`config.mk`:
```
export PLATFORM = sky130hd
export DESIGN_NAME = decoder_2to4_reg
export DESIGN_NICKNAME = d
export VERILOG_FILES = /design/src/rtl/decoder_pkg.sv /design/src/rtl/decoder_hit_counter.sv /design/src/rtl/decoder_2to4_reg.sv
export SDC_FILE = /design/constraint.sdc
export NUM_CORES = 1
export LEC_CHECK = 0
export CAP_MARGIN = 20
export CORE_AREA = 2 2 39 41
export DETAILED_ROUTE_END_ITERATION = 10
export DIE_AREA = 0 0 41 43
export GPL_ROUTABILITY_DRIVEN = 1
export GPL_TIMING_DRIVEN = 0
export HOLD_SLACK_MARGIN = 0.15
export MAX_ROUTING_LAYER = met4
export REMOVE_ABC_BUFFERS = 1
export SLEW_MARGIN = 20
export SYNTH_ARGS = -nofsm -noshare
export SYNTH_HDL_FRONTEND = slang
export SYNTH_HIERARCHICAL = 1
export SYNTH_SLANG_ARGS = --single-unit
export TNS_END_PERCENT = 10
```
`constraint.sdc`:
```
create_clock -name clk -period 2.47 [get_ports clk]
set_input_delay 0.247 -clock clk [delete_from_list [all_inputs] [get_ports clk]]
set_output_delay 0.247 -clock clk [all_outputs]
set_load 0.01 [all_outputs]
```
`src/rtl/decoder_pkg.sv`:
```
// Shared select/one-hot types and the pure 2-to-4 decode used by decoder_2to4_reg.
package decoder_pkg;

  typedef logic [1:0] sel_t;     // {a, b}, a is the MSB
  typedef logic [3:0] onehot_t;  // {y1, y2, y3, y4}

  localparam onehot_t OH_Y1 = 4'b1000;
  localparam onehot_t OH_Y2 = 4'b0100;
  localparam onehot_t OH_Y3 = 4'b0010;
  localparam onehot_t OH_Y4 = 4'b0001;

  function automatic onehot_t decode(input sel_t sel);
    onehot_t result;
    case (sel)
      2'b00:   result = OH_Y1;
      2'b01:   result = OH_Y2;
      2'b10:   result = OH_Y3;
      default: result = OH_Y4;
    endcase
    return result;
  endfunction

  function automatic logic [2:0] popcount(input onehot_t value);
    logic [2:0] count;
    count = 3'd0;
    for (int i = 0; i < 4; i++) begin
      count = count + {2'b00, value[i]};
    end
    return count;
  endfunction

endpackage

```
`src/rtl/decoder_hit_counter.sv`:
```
// Saturating up-counter: advances by one on each clk edge with inc high, sticks at all-ones.
module decoder_hit_counter
  import decoder_pkg::*;
#(
  parameter int CNT_W = 8
) (
  input  logic             clk,
  input  logic             rst,
  input  logic             inc,
  output logic [CNT_W-1:0] cnt
);

  localparam logic [CNT_W-1:0] CNT_ONE = CNT_W'(1);

  logic [CNT_W-1:0] r_cnt;
  logic             w_saturated;

  assign w_saturated = &r_cnt;

  always_ff @(posedge clk or posedge rst) begin
    if (rst) begin
      r_cnt <= '0;
    end else if (inc && !w_saturated) begin
      r_cnt <= r_cnt + CNT_ONE;
    end
  end

  assign cnt = r_cnt;

endmodule

```
`src/rtl/decoder_2to4_reg.sv`:
```
// Registered 2-to-4 one-hot decoder with enable, valid flag and sticky one-hot check.
// Optional per-output saturating hit counters are built when DECODER_HIT_CNT_EN is defined.
module decoder_2to4_reg
  import decoder_pkg::*;
#(
  parameter int CNT_W = 8
) (
  input  logic             clk,
  input  logic             rst,
  input  logic             en,
  input  logic             a,
  input  logic             b,
  output logic             y1,
  output logic             y2,
  output logic             y3,
  output logic             y4,
  output logic             valid,
  output logic             onehot_err
`ifdef DECODER_HIT_CNT_EN
  ,
  output logic [CNT_W-1:0] hit_cnt1,
  output logic [CNT_W-1:0] hit_cnt2,
  output logic [CNT_W-1:0] hit_cnt3,
  output logic [CNT_W-1:0] hit_cnt4
`endif
);

  sel_t    w_sel;
  onehot_t w_decode;
  onehot_t r_y;
  logic    r_valid;
  logic    r_onehot_err;
  logic    w_onehot_bad;

  assign w_sel    = {a, b};
  assign w_decode = en ? decode(w_sel) : '0;

  // A disabled edge clears the outputs rather than holding them.
  always_ff @(posedge clk or posedge rst) begin
    if (rst) begin
      r_y     <= '0;
      r_valid <= 1'b0;
    end else begin
      r_y     <= w_decode;
      r_valid <= en;
    end
  end

  assign w_onehot_bad = r_valid && (popcount(r_y) != 3'd1);

  always_ff @(posedge clk or posedge rst) begin
    if (rst) begin
      r_onehot_err <= 1'b0;
    end else if (w_onehot_bad) begin
      r_onehot_err <= 1'b1;
    end
  end

  assign {y1, y2, y3, y4} = r_y;
  assign valid            = r_valid;
  assign onehot_err       = r_onehot_err;

  // Out-of-range widths elaborate this marker block so they stand out in the hierarchy.
  if (CNT_W < 1 || CNT_W > 32) begin : g_cnt_w_out_of_range
  end

`ifdef DECODER_HIT_CNT_EN
  logic [CNT_W-1:0] w_hit_cnt [4];

  genvar gi;
  for (gi = 0; gi < 4; gi++) begin : g_hit_cnt
    // Counter gi tracks y(gi+1), which sits at bit 3-gi of the one-hot vector.
    decoder_hit_counter #(
      .CNT_W (CNT_W)
    ) u_hit_counter (
      .clk (clk),
      .rst (rst),
      .inc (w_decode[3-gi]),
      .cnt (w_hit_cnt[gi])
    );
  end

  assign hit_cnt1 = w_hit_cnt[0];
  assign hit_cnt2 = w_hit_cnt[1];
  assign hit_cnt3 = w_hit_cnt[2];
  assign hit_cnt4 = w_hit_cnt[3];
`endif

endmodule

```
After elaboration in Yosys (flattened, before gate mapping)
Cells that the tools add are included.
- RAM bits: 0
- output and inout bits: 6
- memories: 0
- bits of input ports: 5
- logic and storage cells: 13
- latch bits: 0
- ROM bits: 0
- register bits after elaboration: 6
- div/mod/pow operators: 0
- reduce and logical (&&, ||, !) cells: 2
- $add $sub $neg: 3
- shift-type cells: 0
- equality and inequality tests: 3
- multiplexer cells: 2
- magnitude comparators: 0
- bitwise operators: 0
- $mul: 0
- operators by type and width (operator ; number):
    $pmux 4 s3 ; 1
    $mux 4 ; 1
    $add 2x1->3 ; 1
    $add 3x1->3 ; 1
    $ne 3x1->1 const B ; 1
    $add 1x1->2 ; 1
    $eq 2x1->1 const B ; 1
    $eq 2x2->1 const B ; 1
    $logic_not 2->1 ; 1
    $logic_and 1x1->1 ; 1

Longest topological paths before layout
Gate-level depths: netlist of the first run.
- depth after elaboration: 5
- depth in mapped cells: 7
- mapped depth without buffers: 7

Least setup slack after synthesis of the first run
No wires, ideal clock.
- path kind: flip-flop to flip-flop
- start point: register r_y[3]
- end point: register r_onehot_err (netlist: onehot_err)
- stages on the path, launching flop included: 8
- required time: 2.347 ns
- arrival time: 1.740 ns
- slack: 0.607 ns
- buffers on the path: 0
- setup time: 0.123 ns
- period minus slack after synthesis: 1.863 ns
- cell sequence: dfrtp_1 -> inv_1 -> fa_1 -> inv_1 -> ha_1 -> ha_1 -> nor4b_2 -> nor2_1
- word-level cells in the longest chain between the ends: 3
- RTL lines (item ; RTL line ; source):
    start: declaration ; decoder_2to4_reg.sv:30 ; onehot_t r_y;
    start signal: assignment ; decoder_2to4_reg.sv:44 ; r_y <= w_decode;
    $add 3x1->3 ; decoder_pkg.sv:27 ; count = count + {2'b00, value[i]};
    $ne 3x1->1 ; decoder_2to4_reg.sv:49 ; assign w_onehot_bad = r_valid && (popcount(r_y) != 3'd1);
    $logic_and 1x1->1 ; decoder_2to4_reg.sv:49 ;
    end signal: assignment ; decoder_2to4_reg.sv:53 ; r_onehot_err <= 1'b0;
    end signal: assignment ; decoder_2to4_reg.sv:55 ; r_onehot_err <= 1'b1;
    end: declaration ; decoder_2to4_reg.sv:32 ; logic r_onehot_err;
Every way passes these cells.
A chain may end at the register's enable or synchronous reset.

Worst setup path after layout of the first run
Ends and elaborated chain as after synthesis.

==> impl_metrics.ini, run 1 <==
[timing]
final.min_clock_period_ns = 1.881
fmax_mhz = 531.7
relSlewSlack_pct = 85.35
hold_viol_final = 0
finalCritPeriodShare_pct = 76.14
setup_violations = 0
fin_setup_tns_ns = 0
finClkSkew_ns = 0.004305
slew_violations = 0
tightest_slew_ns = 0.2195
rsz0062_at_grt = no

[floorplan]
dieArea_sq_mm = 0.001763
coreArea_sq_mm = 0.001384
start_util_pct = 19.53
rows = 14
fp.dieH_um = 43
ios = 11
die_w_um = 41

[clocking]
cts_tree = built
cts-buffers-inserted = 3
clk_latency_ns = 0.24
cts_resized = 0
cts_setup_buffers = 0
clock_sinks = 6
cts_root_buf = clkbuf_4
ctsHoldBuffers = 0
htreeDepth = 1
clockBufferDepth = 2
clk_pin_slew_ns = 0.04

[global_route]
antenna_found_initial = 0
grt_pass1_wl_um = 641
grt_overflow = 0
grt_pass1_vias = 191
grt_max_degree = 7
grtUsageTotal_pct = 6.127

[synthesis]
seq_area_frac_synth_pct = 55.56
synthTopCellsByArea = dfrtp_1, ha_1, inv_1, fa_1, nor4b_2
synth-main-ff-cell = dfrtp_1
synthesis.area_sq_um = 270.3
synth_seq_cells = 6
netlist_instances = 23
synth_edf_count = 0
synth_common_cells = dfrtp_1, inv_1, nor2_1
synth_top_area_share_pct = 55.56
ys_warn_count = 6
yosysTopAreaCell = dfrtp_1
async_flop_share_pct = 100.0
synth_cell_types = 10
syn_area_per_cell_sq_um = 11.75

[flow_run]
max_cap_viol_count = 0

[drt]
drtIter0Drc = 2
routed_wl_um = 384
wl_per_cell_um = 7.385
vias_per_cell = 3.635
ant_nets = 0
drc = 0
vias = 189
dr.pass1.iters = 2

[power_and_ir_drop]
power_density_mw_per_mm2 = 523.6
p_leak_uw = 0.0002007
ir_drop_uv = 170.5

[setup_path]
cp-end-kind = flop
cp.required_ns = 2.59
crit_fanout = 2
crit_arrival_ns = 2.00
critPathKind = reg2reg
cp-start-kind = flop

[run_status]
status = finished, final reports clean

[final_layout]
drive_gt1_share_pct = 11.11
final.fill_count = 153
area_delta_synth_final_pct = 52.78
instances_no_fill = 52
num_antenna_cells = 0
final_nets = 46

[hold_path]
min_path_type = in2async

[placed_design]
dp_hpwl_um = 343.8
numPlacedInstances = 49
io_buffers = 10
gp_congestion = 0.6447
==> logic make-up (layout without fill, tap and decap cells) <==
| logic type | count (synthesis) | in the layout | share of synthesized area, % |
|---|---|---|---|
| buf+inv | 6 | 19 | 8.333 |
| flops | 6 | 6 | 55.55 |
| fa+ha+maj | 3 | 3 | 16.67 |
| simple gates | 8 | 8 | 19.44 |
==> metal layers <==
metal / part of all wire [%] / up-vias / GRT usage [%]
li1: - / 98 / -
met1: 38 / 84 / 5.298
met2: 51 / 7 / 8.750
met3: 12 / 0 / 1.571
met4: 0 / 0 / 8.000
met5: 0 / - / -
==> cell type report <==
cell class | instances | area [sq um] | area share [%]
Sequential cell | 6 | 150.1 | 36.36
Timing Repair Buffer | 10 | 100.1 | 24.24
Multi-Input combinational cell | 11 | 97.59 | 23.64
Clock buffer | 3 | 22.52 | 5.455
Inverter | 6 | 22.52 | 5.455
Tap cell | 16 | 20.02 | 4.848
==> worst max-delay path, cell delays in order (launching register included) <==
cell and delay, ns:
dfrtp_1 0.34, inv_1 0.06, fa_1 0.53, inv_1 0.04, ha_1 0.17, ha_1 0.28, nor4b_2 0.28, nor2_1 0.06
==> worst paths after layout <==
path | slack (ns) | cells after the start | end | from
max in group asynchronous | 2.06 | 2 | r_y[2] | rst
max | 0.59 | 7 | onehot_err | r_y[3]
min | 0.22 | 2 | r_y[0] | rst
max reg2reg | 0.59 | 7 | onehot_err | r_y[3]
min reg2reg | 0.52 | 2 | onehot_err | valid
min in group clk | 0.52 | 2 | onehot_err | valid
==> report_power, final <==
group	internal [uW]	leakage (uW)	switching [uW]
clock	54.7	0.0000138	31.5
sequential	102	0.0000742	1.69
combinational	15.8	0.000113	10.5
==> stage by stage <==
| step | power [uW] | util (%) | worst slack, ns | area, sq um | hold slack (ns) |
|---|---|---|---|---|---|
| floorplan | 115.8 | - | 0.6066 | 270.3 | 0.03796 |
| global placement | 131.7 | 28.21 | 0.6074 | 390.4 | 0.4744 |
| detailed placement | 132.4 | 28.21 | 0.5898 | 390.4 | 0.4821 |
| CTS | 222.6 | 29.84 | 0.5811 | 412.9 | 0.2248 |
| global route | 231.8 | 29.84 | 0.4989 | 412.9 | 0.2475 |
| finish | 216.2 | 29.84 | 0.5893 | 412.9 | 0.2178 |
==> sequential cells by signal, indices dropped and copies added, names as in the netlist <==
register	count
r_y	4
onehot_err	1
valid	1
==> placed cells by master (no fill, tap or decap), drive strengths merged <==
cell,instances
inv,6
ha,2
clkdlybuf4s50,10
nor2,3
fa,1
and3b,1
nor4b,1
dfrtp,6
nand2,1
nor3b,1
clkbuf,3
and3,1
No activity file was read; power rests on OpenSTA's default activity.
==> inputs of run 2 (changes only) <==
- clock period: 2.47 -> 1.7 ns (I/O delays scaled with it)
==> run 2 against run 1 <==
Against the previous run: the run now ends with negative setup slack left; sequential power grew 45%; combinational power grew 89%; final area grew 12%; core utilization grew 3.7 points; largest power group unchanged; clock power grew 45%; flip-flop and latch count is the same; global-route usage grew 0.62 points; worst setup slack lost 0.67 ns; die area is the same; via count grew 6.3%; power grew 51%; non-clock buffer count grew 2.
==> impl_metrics.ini, run 2 (synthesized netlist as in run 1, its figures left out) <==
[global_route]
grt_max_degree = 7
grtUsageTotal_pct = 6.750
grt_pass1_vias = 213
grt_pass1_wl_um = 717
antenna_found_initial = 0
grt_overflow = 0

[drt]
routed_wl_um = 436
dr.pass1.iters = 1
vias = 201
drc = 0
wl_per_cell_um = 8.074
vias_per_cell = 3.722
drtIter0Drc = 0
ant_nets = 0

[final_layout]
final_cell_mix = clkdlybuf4s50_1, dfrtp_1
instances_no_fill = 54
post-route-util_pct = 33.54
final_nets = 48
seq_area_sq_um = 150.1
area_delta_synth_final_pct = 71.76
design_area_sq_um = 464.2
multi_input_area_sq_um = 131.4
top_register = r_y
drive_gt1_share_pct = 26.32
final.fill_count = 153
num_antenna_cells = 0
final_common_cell = clkdlybuf4s50_1
largest_reg_flops = 4

[placed_design]
io_buffers = 10
gp_congestion = 0.6447
postPlaceCellArea_sq_um = 390.4
dp_hpwl_um = 343.8
numPlacedInstances = 49

[timing]
finalWorstSetupSlack_ns = -0.07740
relSlewSlack_pct = 85.26
fmax_mhz = 562.6
tightest_slew_ns = 0.2209
rsz0062_at_grt = yes
final.min_clock_period_ns = 1.777
fin_setup_tns_ns = -0.07740
setup_violations = 1
slew_violations = 0
hold_viol_final = 0
holdWs_ns = 0.4635
finClkSkew_ns = 0.004107
finalCritPeriodShare_pct = 104.6

[run_status]
violations = negative setup slack
status = finished, violations left

[clocking]
htreeDepth = 1
clock_sinks = 6
cts_tree = built
cts-buffers-inserted = 3
clk_pin_slew_ns = 0.04
clockBufferDepth = 2
clk_latency_ns = 0.24
cts_root_buf = clkbuf_4

[setup_path]
rrSetupSlack_ns = -0.08
cp-start-kind = flop
crit_fanout = 2
crit_arrival_ns = 1.90
critPathMaxStageDelay_ns = 0.54
cp.required_ns = 1.82
cp-end-kind = flop
critPathKind = reg2reg
path_cells = inv_2 -> fa_1 -> inv_2 -> ha_4 -> ha_4 -> nor4b_4 -> nor2_1
slowest_stage = fa_1

[floorplan]
rows = 14
coreArea_sq_mm = 0.001384
dieArea_sq_mm = 0.001763
start_util_pct = 19.53
ios = 11
fp.dieH_um = 43
die_w_um = 41

[hold_path]
min_path_type = in2reg

[flow_run]
max_cap_viol_count = 0

[power_and_ir_drop]
power_density_mw_per_mm2 = 702.1
p_leak_uw = 0.0002067
ir_drop_uv = 252.9
run 2: final cells by class:
cell class	instances	share of cell area, %
flip-flops and latches	6	32.35
multi-input cells	11	28.30
repair buffers	12	25.34
clock buffers	3	4.852
inverters	6	4.852
well taps	16	4.313
run 2: what timing repair did:
item	CTS	global route
hold buffers	1	0
endpoints found under the hold margin	3	0
pin swaps	4	1
gates resized for setup	4	3
endpoints found under the setup margin	1	1
buffers inserted	1	0
run 2: worst paths after layout:
kind                        start    endpoint  cells after the start
max reg2reg                r_y[0]  onehot_err                      7
min in group asynchronous     rst      r_y[0]                      3
max                        r_y[0]  onehot_err                      7
min reg2reg                 valid  onehot_err                      2
min                            en       valid                      1
max in group asynchronous     rst      r_y[2]                      3
run 2: routing by layer:
metal,GRT usage (%),vias up,wire [um]
li1,-,103,-
met1,5.960,91,171
met2,10.00,7,228
met3,1.571,0,36
met4,8.000,0,0
met5,-,-,0
run 2: critical path, delay by kind of cell, from the launching register on:
family,cells,cell delay (ns)
fa+ha+maj,3,0.92
flops,1,0.35
simple gates,2,0.29
buf+inv,2,0.09
run 2: power by group:
part           switching (uW)  internal, uW
Combinational            19.3          30.5
Clock                    45.2          79.4
Sequential               3.19           148
Total                    67.7           258
run 2: stage by stage:
stage | total power, uW | worst slack, ns
finish | 325.9 | -0.07740
global route | 349.0 | -0.1538
CTS | 328.8 | -0.1082
detailed placement | 192.4 | -0.1802
global placement | 191.3 | -0.1626
floorplan | 168.2 | -0.1634
==> inputs of run 3 (changes only) <==
- CTS_CLUSTER_DIAMETER: unset -> 100
- RECOVER_POWER: unset -> 100
==> run 3 against run 2 <==
Against the previous run: the flow still finishes with violations (negative setup slack); core utilization unchanged; maximum frequency did not move; flip-flop and latch count stayed put; hold slack improved by 0.044 ns; critical path type unchanged; critical endpoint unchanged.
==> impl_metrics.ini, run 3 (synthesized netlist as in run 1, its figures left out) <==
[setup_path]
cp-end-kind = flop
cp-start-kind = flop
path_cells = inv_2 -> fa_1 -> inv_2 -> ha_4 -> ha_4 -> nor4b_4 -> nor2_1
critPathMaxStageDelay_ns = 0.54
r2r-start = r_y[0]
cp.required_ns = 1.82
startpoint = r_y[0]
critPathKind = reg2reg
crit_fanout = 2
slowest_stage = fa_1
crit_arrival_ns = 1.90

[drt]
vias = 201
routed_wl_um = 435
drc = 0
dr.pass1.iters = 1
ant_nets = 0
wl_per_cell_um = 8.056
vias_per_cell = 3.722
drtIter0Drc = 0

[power_and_ir_drop]
power_density_mw_per_mm2 = 698.0
ir_drop_uv = 252.6
p_leak_uw = 0.0002103

[clocking]
clock_sinks = 6
clk_pin_slew_ns = 0.04
clk_latency_ns = 0.24
clockBufferDepth = 2
cts-buffers-inserted = 3
cts_root_buf = clkbuf_4
cts_tree = built
htreeDepth = 1

[timing]
rsz0062_at_grt = yes
fmax_mhz = 562.6
finalCritPeriodShare_pct = 104.6
finClkSkew_ns = 0.004107
hold_viol_final = 0
fin_setup_tns_ns = -0.07740
holdWs_ns = 0.5078
slew_violations = 0
finalWorstSetupSlack_ns = -0.07740
tightest_slew_ns = 0.2208
setup_violations = 1
relSlewSlack_pct = 85.26
final.min_clock_period_ns = 1.777

[floorplan]
start_util_pct = 19.53
fp.dieH_um = 43
dieArea_sq_mm = 0.001763
ios = 11
coreArea_sq_mm = 0.001384
die_w_um = 41
rows = 14

[placed_design]
dp_slack_ns = -0.1802
io_buffers = 10
gp_congestion = 0.6447
dp_hpwl_um = 343.8
postPlaceCellArea_sq_um = 390.4

[final_layout]
final.fill_count = 153
final_cell_mix = clkdlybuf4s50_1, dfrtp_1, dlygate4sd3_1
num_antenna_cells = 0
drive_gt1_share_pct = 26.32
design_area_sq_um = 464.2
area_delta_synth_final_pct = 71.76
top_register = r_y
final_nets = 48
largest_reg_flops = 4

[global_route]
grt_overflow = 0
grtUsageTotal_pct = 6.750
grt_pass1_vias = 213
antenna_found_initial = 0
grt_pass1_wl_um = 717
grt_max_degree = 7

[run_status]
status = finished, violations left
violations = negative setup slack

[hold_path]
hp-start = valid
min_path_type = reg2reg

[flow_run]
max_cap_viol_count = 0
run 3: changes by cell type in the layout (fill, tap and decap cells not counted), sizes merged:
cell / change
clkdlybuf4s50: -4
dlygate4sd3: +4
run 3: final timing paths:
kind                         endpoint  slack (ns)  depth (start not counted)
max in group asynchronous      r_y[2]        0.68                          3
min in group asynchronous      r_y[0]        0.83                          3
max reg2reg                onehot_err       -0.08                          7
min reg2reg                onehot_err        0.51                          2
max                        onehot_err       -0.08                          7
min                        onehot_err        0.51                          2
run 3: metrics by stage:
stage	utilization [%]	instances	total power (uW)
after floorplan	-	23	168.2
after global placement	28.21	49	191.3
after detailed placement	28.21	49	192.4
after CTS	32.19	54	328.8
after global routing	33.54	54	347.1
final	33.54	54	324.0
run 3: per-layer routing:
| metal | global-route usage [%] | vias to the layer above | routed length, um | part of all wire [%] |
|---|---|---|---|---|
| met5 | - | - | 0 | 0 |
| met4 | 8.000 | 0 | 0 | 0 |
| met3 | 1.571 | 0 | 36 | 8.3 |
| met2 | 10.00 | 7 | 228 | 52 |
| met1 | 5.960 | 91 | 170 | 39 |
| li1 | - | 103 | - | - |
run 3: report_power, final:
part	total [uW]	internal, uW	switching (uW)
registers	151	148	3.09
clock network	125	79.4	45.2
logic	48.0	28.7	19.2
run 3: area by class of cell:
cell class / count / area (sq um) / area share, %
multi-input combinational: 11 / 131.4 / 28.30
timing repair buffer: 12 / 117.6 / 25.34
tap: 16 / 20.02 / 4.313
inverter: 6 / 22.52 / 4.852
clock buffer: 3 / 22.52 / 4.852
sequential: 6 / 150.1 / 32.35
run 3: timing repair:
| action | in CTS | in global routing |
|---|---|---|
| hold buffers | 1 | 0 |
| hold endpoints to repair | 3 | 0 |
| pin swaps | 4 | 1 |
| setup buffers | 1 | 0 |
| setup endpoints to repair | 1 | 1 |
| resized for setup | 4 | 3 |
run 3: worst max-delay path, delay by kind of cell, from the launching register on:
kind / cells / cell delay (ns)
adder cells (fa/ha/maj): 3 / 0.92
buffers and inverters: 2 / 0.09
flip-flops: 1 / 0.35
AND/OR/NAND/NOR: 2 / 0.29
